`src/rtl/filter_3x3_ctrl_if.sv`:
```
// filter_3x3_ctrl_if: pixel handshake, config and sequencing signals between the stream source and the filter controller
interface filter_3x3_ctrl_if #(
  parameter int CWIDTH = 12
);
  logic [CWIDTH-1:0] cfg_width;
  logic [CWIDTH-1:0] cfg_height;
  logic in_valid;
  logic in_sof;
  logic in_ready;
  logic shift_en;
  logic [CWIDTH-1:0] lb_addr;
  logic [3:0] bypass;
  logic out_valid;
  logic out_sof;
  logic out_eol;
  logic out_eof;
  logic frame_done;
  logic err_sof;
  logic err_cfg;
  modport master (
    output cfg_width, cfg_height, in_valid, in_sof,
    input in_ready, shift_en, lb_addr, bypass, out_valid, out_sof, out_eol, out_eof, frame_done, err_sof, err_cfg
  );
  modport slave (
    input cfg_width, cfg_height, in_valid, in_sof,
    output in_ready, shift_en, lb_addr, bypass, out_valid, out_sof, out_eol, out_eof, frame_done, err_sof, err_cfg
  );
endinterface

```
`src/rtl/filter_3x3_ctrl.sv`:
```
// filter_3x3_ctrl: sequencer for the 3x3 filter datapath: handshake, window coordinates, edge bypass and output markers
module filter_3x3_ctrl #(
  parameter int MAX_W = 2048,
  parameter int CWIDTH = 12,
  parameter int MASK_LAT = 3
) (
  input logic clk,
  input logic rst,
  filter_3x3_ctrl_if.slave bus
);
  typedef enum logic [1:0] {IDLE, RUN, FLUSH, DONE} state_t;
  localparam logic [CWIDTH:0] MW = (CWIDTH+1)'(MAX_W);
  localparam logic [CWIDTH:0] ML = (CWIDTH+1)'(MASK_LAT);
  state_t state;
  logic [CWIDTH-1:0] w, h, ic, ir, cc, cr;
  logic [CWIDTH:0] lag, cnt, w1;
  logic [MASK_LAT:0][3:0] dl;
  logic acc, legal, sof_acc, start, run_px, cvalid, last_c, last_px, c_last, r_last;
  assign bus.in_ready = !rst && (state == IDLE || state == RUN);
  assign acc = bus.in_valid && bus.in_ready;
  assign legal = bus.cfg_width >= CWIDTH'(2) && {1'b0, bus.cfg_width} <= MW && bus.cfg_height >= CWIDTH'(2);
  assign sof_acc = acc && bus.in_sof;
  assign start = sof_acc && legal;
  assign run_px = acc && !bus.in_sof && state == RUN;
  assign bus.shift_en = start || run_px || state == FLUSH;
  assign bus.lb_addr = (bus.shift_en && !start) ? ic : '0;
  assign last_c = ic == w - 1'b1;
  assign last_px = last_c && ir == h - 1'b1;
  assign w1 = {1'b0, w} + 1'b1;
  // the window center trails the input by W+1 shifts; lag saturates once it is reached
  assign cvalid = bus.shift_en && !start && lag == w1;
  assign c_last = cc == w - 1'b1;
  assign r_last = cr == h - 1'b1;
  assign {bus.out_eof, bus.out_eol, bus.out_sof, bus.out_valid} = dl[MASK_LAT];
  always_ff @(posedge clk) begin
    if (rst) begin
      state <= IDLE;
      w <= '0;
      h <= '0;
      ic <= '0;
      ir <= '0;
      cc <= '0;
      cr <= '0;
      lag <= '0;
      cnt <= '0;
      dl <= '0;
      bus.bypass <= '0;
      bus.frame_done <= 1'b0;
      bus.err_sof <= 1'b0;
      bus.err_cfg <= 1'b0;
    end else begin
      bus.err_sof <= sof_acc && state == RUN;
      bus.err_cfg <= sof_acc && !legal;
      bus.frame_done <= state == DONE && cnt == ML;
      bus.bypass <= cvalid ? {c_last, cc == '0, r_last, cr == '0} : 4'b0;
      dl <= (sof_acc && state == RUN) ? '0 :
            {dl[MASK_LAT-1:0], cvalid ? {c_last && r_last, c_last, cr == '0 && cc == '0, 1'b1} : 4'b0};
      cnt <= ((state == FLUSH && cnt != {1'b0, w}) || (state == DONE && cnt != ML)) ? cnt + 1'b1 : '0;
      if (start) begin
        w <= bus.cfg_width;
        h <= bus.cfg_height;
        ic <= CWIDTH'(1);
        ir <= '0;
        cc <= '0;
        cr <= '0;
        lag <= (CWIDTH+1)'(1);
      end else if (bus.shift_en) begin
        ic <= last_c ? '0 : ic + 1'b1;
        ir <= last_c ? ir + 1'b1 : ir;
        lag <= (lag == w1) ? lag : lag + 1'b1;
        if (cvalid) begin
          cc <= c_last ? '0 : cc + 1'b1;
          cr <= c_last ? cr + 1'b1 : cr;
        end
      end
      case (state)
        IDLE: state <= start ? RUN : IDLE;
        RUN: state <= sof_acc ? (legal ? RUN : IDLE) : (run_px && last_px) ? FLUSH : RUN;
        FLUSH: state <= (cnt == {1'b0, w}) ? DONE : FLUSH;
        default: state <= (cnt == ML) ? IDLE : DONE;
      endcase
    end
  end
endmodule

```
`src/flat_wrapper.sv`:
```
// flat-port wrapper written by rule: the top's interface ports become plain ports
module filter_3x3_ctrl_flat 
#(
  parameter int MAX_W = 2048,
  parameter int CWIDTH = 12,
  parameter int MASK_LAT = 3
)
  (clk, rst, bus_cfg_width, bus_cfg_height, bus_in_valid, bus_in_sof, bus_in_ready, bus_shift_en, bus_lb_addr, bus_bypass, bus_out_valid, bus_out_sof, bus_out_eol, bus_out_eof, bus_frame_done, bus_err_sof, bus_err_cfg);
  filter_3x3_ctrl_if #(.CWIDTH(CWIDTH)) bus_i ();
  input logic clk;
  input logic rst;
  input wire logic [$bits(bus_i.cfg_width)-1:0] bus_cfg_width;
  input wire logic [$bits(bus_i.cfg_height)-1:0] bus_cfg_height;
  input wire logic [$bits(bus_i.in_valid)-1:0] bus_in_valid;
  input wire logic [$bits(bus_i.in_sof)-1:0] bus_in_sof;
  output wire logic [$bits(bus_i.in_ready)-1:0] bus_in_ready;
  output wire logic [$bits(bus_i.shift_en)-1:0] bus_shift_en;
  output wire logic [$bits(bus_i.lb_addr)-1:0] bus_lb_addr;
  output wire logic [$bits(bus_i.bypass)-1:0] bus_bypass;
  output wire logic [$bits(bus_i.out_valid)-1:0] bus_out_valid;
  output wire logic [$bits(bus_i.out_sof)-1:0] bus_out_sof;
  output wire logic [$bits(bus_i.out_eol)-1:0] bus_out_eol;
  output wire logic [$bits(bus_i.out_eof)-1:0] bus_out_eof;
  output wire logic [$bits(bus_i.frame_done)-1:0] bus_frame_done;
  output wire logic [$bits(bus_i.err_sof)-1:0] bus_err_sof;
  output wire logic [$bits(bus_i.err_cfg)-1:0] bus_err_cfg;
  assign bus_i.cfg_width = bus_cfg_width;
  assign bus_i.cfg_height = bus_cfg_height;
  assign bus_i.in_valid = bus_in_valid;
  assign bus_i.in_sof = bus_in_sof;
  assign bus_in_ready = bus_i.in_ready;
  assign bus_shift_en = bus_i.shift_en;
  assign bus_lb_addr = bus_i.lb_addr;
  assign bus_bypass = bus_i.bypass;
  assign bus_out_valid = bus_i.out_valid;
  assign bus_out_sof = bus_i.out_sof;
  assign bus_out_eol = bus_i.out_eol;
  assign bus_out_eof = bus_i.out_eof;
  assign bus_frame_done = bus_i.frame_done;
  assign bus_err_sof = bus_i.err_sof;
  assign bus_err_cfg = bus_i.err_cfg;
  filter_3x3_ctrl #(.MAX_W(MAX_W), .CWIDTH(CWIDTH), .MASK_LAT(MASK_LAT)) u_core (.clk(clk), .rst(rst), .bus(bus_i));
endmodule
```
`config.mk`:
```
export PLATFORM = sky130hd
export DESIGN_NAME = filter_3x3_ctrl_flat
export DESIGN_NICKNAME = d
export VERILOG_FILES = /design/src/rtl/filter_3x3_ctrl_if.sv /design/src/rtl/filter_3x3_ctrl.sv /design/src/flat_wrapper.sv
export SDC_FILE = /design/constraint.sdc
export NUM_CORES = 1
export LEC_CHECK = 0
export ABC_AREA = 1
export CAP_MARGIN = 40
export CORE_MARGIN = 3
export CORE_UTILIZATION = 60
export DETAILED_ROUTE_END_ITERATION = 16
export GPL_TIMING_DRIVEN = 0
export PLACE_DENSITY = 0.81
export SYNTH_ARGS = -nofsm -noshare
export SYNTH_HDL_FRONTEND = slang
export SYNTH_SLANG_ARGS = --single-unit
```
`constraint.sdc`:
```
create_clock -name clk -period 2.7 [get_ports clk]
set_input_delay 0.54 -clock clk [delete_from_list [all_inputs] [get_ports clk]]
set_output_delay 0.54 -clock clk [all_outputs]
set_load 0.02 [all_outputs]
```
==> key figures <==
Outcome
  • Status: complete, but fails checks
  • Violated checks: negative setup slack

Timing
  • Max Clk Rate: 370 MHz
  • Unrepaired setup endpoints after global routing: yes
  • Setup Viol. Count Final: 1
  • Final clock skew: 0.00670 ns
  • Max-slew headroom: 0.453
  • Post-route minimum period: 2.70 ns
  • Final hold vios: 0
  • Setup ws final: -0.00257 ns
  • Period utilization: 1.00
  • Slew Limit Fails: 0
  • Final hold slack: 0.408 ns
  • Worst-Margin Slew: 0.813 ns

Clock tree
  • Clock sink count: 123
  • Clock Path Buffers: 2
  • Clock Tree Root: clkbuf_16
  • CTS tree: yes
  • Number of CTS-inserted buffers: 17
  • CTS clk-pin slew, worst paths: 0.06 ns
  • Clk_lat worst skew: 0.43 ns
  • Htree depth: 4

Logic synthesis
  • Yosys reg bits: 123
  • Synth warn: 0
  • Synth Flop Type: dfxtp_1
  • Mean Syn Cell Area: 6.30 um2
  • Synth cell types: 37
  • Post-Synthesis Cell Area: 7980 um2
  • Mapped Cells: 1,266
  • Syn Nets: 1,305
  • Asr flop ratio synth: 0
  • Post-synthesis sequential area ratio: 0.309
  • Post-synth EDFFs: 0

Floorplan
  • Die Wd: 121 um
  • Die ar.: 14,700 um2
  • Die height: 121 um
  • IO Count: 53
  • Initial core utilization: 0.622
  • Core box area: 12,800 um2
  • Row cnt: 41

Pwr
  • Clk pwr share: 0.484
  • Seq pwr share: 0.390
  • P_sw: 1.33 mW
  • Max IR drop VDD: 0.000410 V
  • Power per cell area: 506 nW/um2
  • Cell Int Power: 3.41 mW
  • Comb pwr share: 0.127
  • Switch share: 0.281
  • Leakage: 3.72 nW

Critical path
  • Critical Path Source: bus_in_valid
  • Slowest cell on crit path: clkdlybuf4s50_1
  • WP data arrival: 2.16 ns
  • Critical Path Source Type: input pin
  • Worst reg2reg startpoint: u_core.w[0]
  • Worst path cell trace: clkdlybuf4s50_1, nand4_1, nand2_2, clkinvlp_4, buf_4, nand2_2, buf_8, buf_6, buf_4
  • CP Max Fanout: 10
  • R2r setup slk: 0.14 ns
  • Register-to-Register Path Depth: 15
  • Kind of critical path: in2out
  • Worst Setup End Kind: output port
  • Worst endpoint required time: 2.16 ns
  • Reg-to-Reg End: u_core.cr[2]
  • Critical path's largest stage delay: 0.48 ns

Routing
  • Post-Route WL: 22,600 um
  • Mean routed wirelength per cell: 14.8 um
  • 1st-iter DRT viols: 1,160
  • Via density: 5.51
  • Remaining DRCs: 0
  • ANT nets after route: 0
  • DR vias: 8,410
  • Initial DRT Pass Iterations: 8

Hold path
  • Hold path endpoint: u_core.dl[7]
  • WHS Path Cells: 2
  • Hold Path Class: reg2reg
  • Hold Crit Start: u_core.dl[3]

Placement
  • Detailed Place HPWL: 16,900 um
  • GP Congestion: 0.993
  • Pre-CTS WS: -0.805 ns
  • PortBufs: 51

Finish
  • Final Net Count: 1,380
  • Share of layout cells above drive strength 1: 0.0945
  • Area grow syn2layout: 17.6%
  • N_diodes: 0

Global route
  • Vias in the first global route: 7,772
  • Largest net degree at the start of global routing: 17
  • First-pass GRT wire length: 37,800 um
  • Remaining Overflow, GRT: 0
  • Antenna violations before repair: 1
  • Tot GR Track Use: 0.319

Run
  • Max cap viols: 0
## per-layer routing
| metal | GRT usage | vias to the layer above | wire, um |
|---|---|---|---|
| li1 | - | 4217 | - |
| met1 | 0.454 | 3789 | 10500 |
| met2 | 0.488 | 362 | 9750 |
| met3 | 0.0709 | 42 | 1960 |
| met4 | 0.0819 | 0 | 399 |
| met5 | 0 | - | 0 |
## cell families after synthesis
group,Yosys count,share of synthesized area
buffers and inverters,203,0.106
adders and majority gates,11,0.0173
DFF,123,0.309
xor gates and xnor gates,70,0.0769
AOI/OAI and AO/OA,131,0.0839
and+or+nand+nor,728,0.408
## worst max-delay path, delay by kind of cell
kind                   cells  cell delay, ns
buffers and inverters      6            1.20
and+or+nand+nor            3            0.42
## metrics by stage
step	total power [mW]	instance area, um2	util	cells	TNS (ns)
2_1_floorplan	2.29	7980	-	1266	0
3_3_place_gp	2.45	8700	0.679	1489	-25.49
3_5_place_dp	2.46	8700	0.679	1489	-26.45
4_1_cts	4.74	9350	0.729	1525	-0.252
5_1_grt	4.91	9380	0.731	1526	-0.0974
6_report	4.75	9380	0.731	1526	-0.00257
## layout by cell type, fill, tap and decap left out, types with 7 or more instances in the layout
cell,n
nand3_1,137
nor2_2,14
xor2_1,56
buf_6,7
nor2_1,161
nand2_2,11
clkdlybuf4s50_1,38
buf_4,12
inv_1,154
clkbuf_2,12
nand4_1,25
clkbuf_16,17
nor2_4,8
inv_6,7
o21ai_0,45
xnor2_1,14
ha_1,10
nand2_1,304
clkbuf_1,13
nor4_1,16
buf_2,7
a21oi_1,76
nor3_1,31
dfxtp_1,122
## power by group through the flow
stage | clock network (mW) | registers, mW | logic, mW
floorplan | 0 | 1.88 | 0.406
global placement | 0 | 1.89 | 0.562
detailed placement | 0 | 1.89 | 0.571
CTS | 2.31 | 1.85 | 0.578
global route | 2.39 | 1.85 | 0.673
finish | 2.30 | 1.85 | 0.601
## how the worst max path moves through the flow
stage                       to  slack, ns  cells after the start
2_1_floorplan  bus_lb_addr[10]       0.14                      7
3_3_place_gp      bus_shift_en      -0.82                      9
3_5_place_dp      bus_shift_en      -0.81                      9
4_1_cts           bus_shift_en      -0.13                      9
5_1_grt           bus_shift_en      -0.09                      9
6_report          bus_shift_en     -0.003                      9
## cell usage after synthesis (14+ instances only)
master,n,area share
nand4_1,25,0.020
xor2_1,56,0.061
nand2_1,306,0.14
nor2_1,167,0.079
clkbuf_1,18,0.0085
xnor2_1,14,0.015
nor4_1,16,0.013
dfxtp_1,123,0.31
nand3_1,137,0.086
inv_1,155,0.073
o21ai_0,46,0.029
a21oi_1,76,0.048
nor3_1,31,0.019
## timing repair
action / CTS / global route
buffers inserted: 5 / 1
pin swaps: 2 / 4
resized for setup: 35 / 35
hold buffers: 0 / 0
setup endpoints to repair: 77 / 76
## state kept, by name, summed over array words and instances, names as in the netlist, 2 cells and up
| register | count |
|---|---|
| u_core.bus.bypass | 4 |
| u_core.cc | 12 |
| u_core.cnt | 13 |
| u_core.cr | 12 |
| u_core.dl | 12 |
| u_core.h | 12 |
| u_core.ic | 12 |
| u_core.ir | 12 |
| u_core.lag | 13 |
| u_core.state | 2 |
| u_core.w | 12 |
## area by class of cell
type / instances / area, um2
Buffer: 38 / 243
Multi-Input combinational cell: 940 / 4720
Sequential cell: 123 / 2460
Tap cell: 172 / 215
Timing Repair Buffer: 57 / 528
Clock inverter: 14 / 156
Clock buffer: 18 / 429
Inverter: 164 / 619
Fill cell: 1115 / 3450
Note: power is estimated with default switching activity, not from simulation.
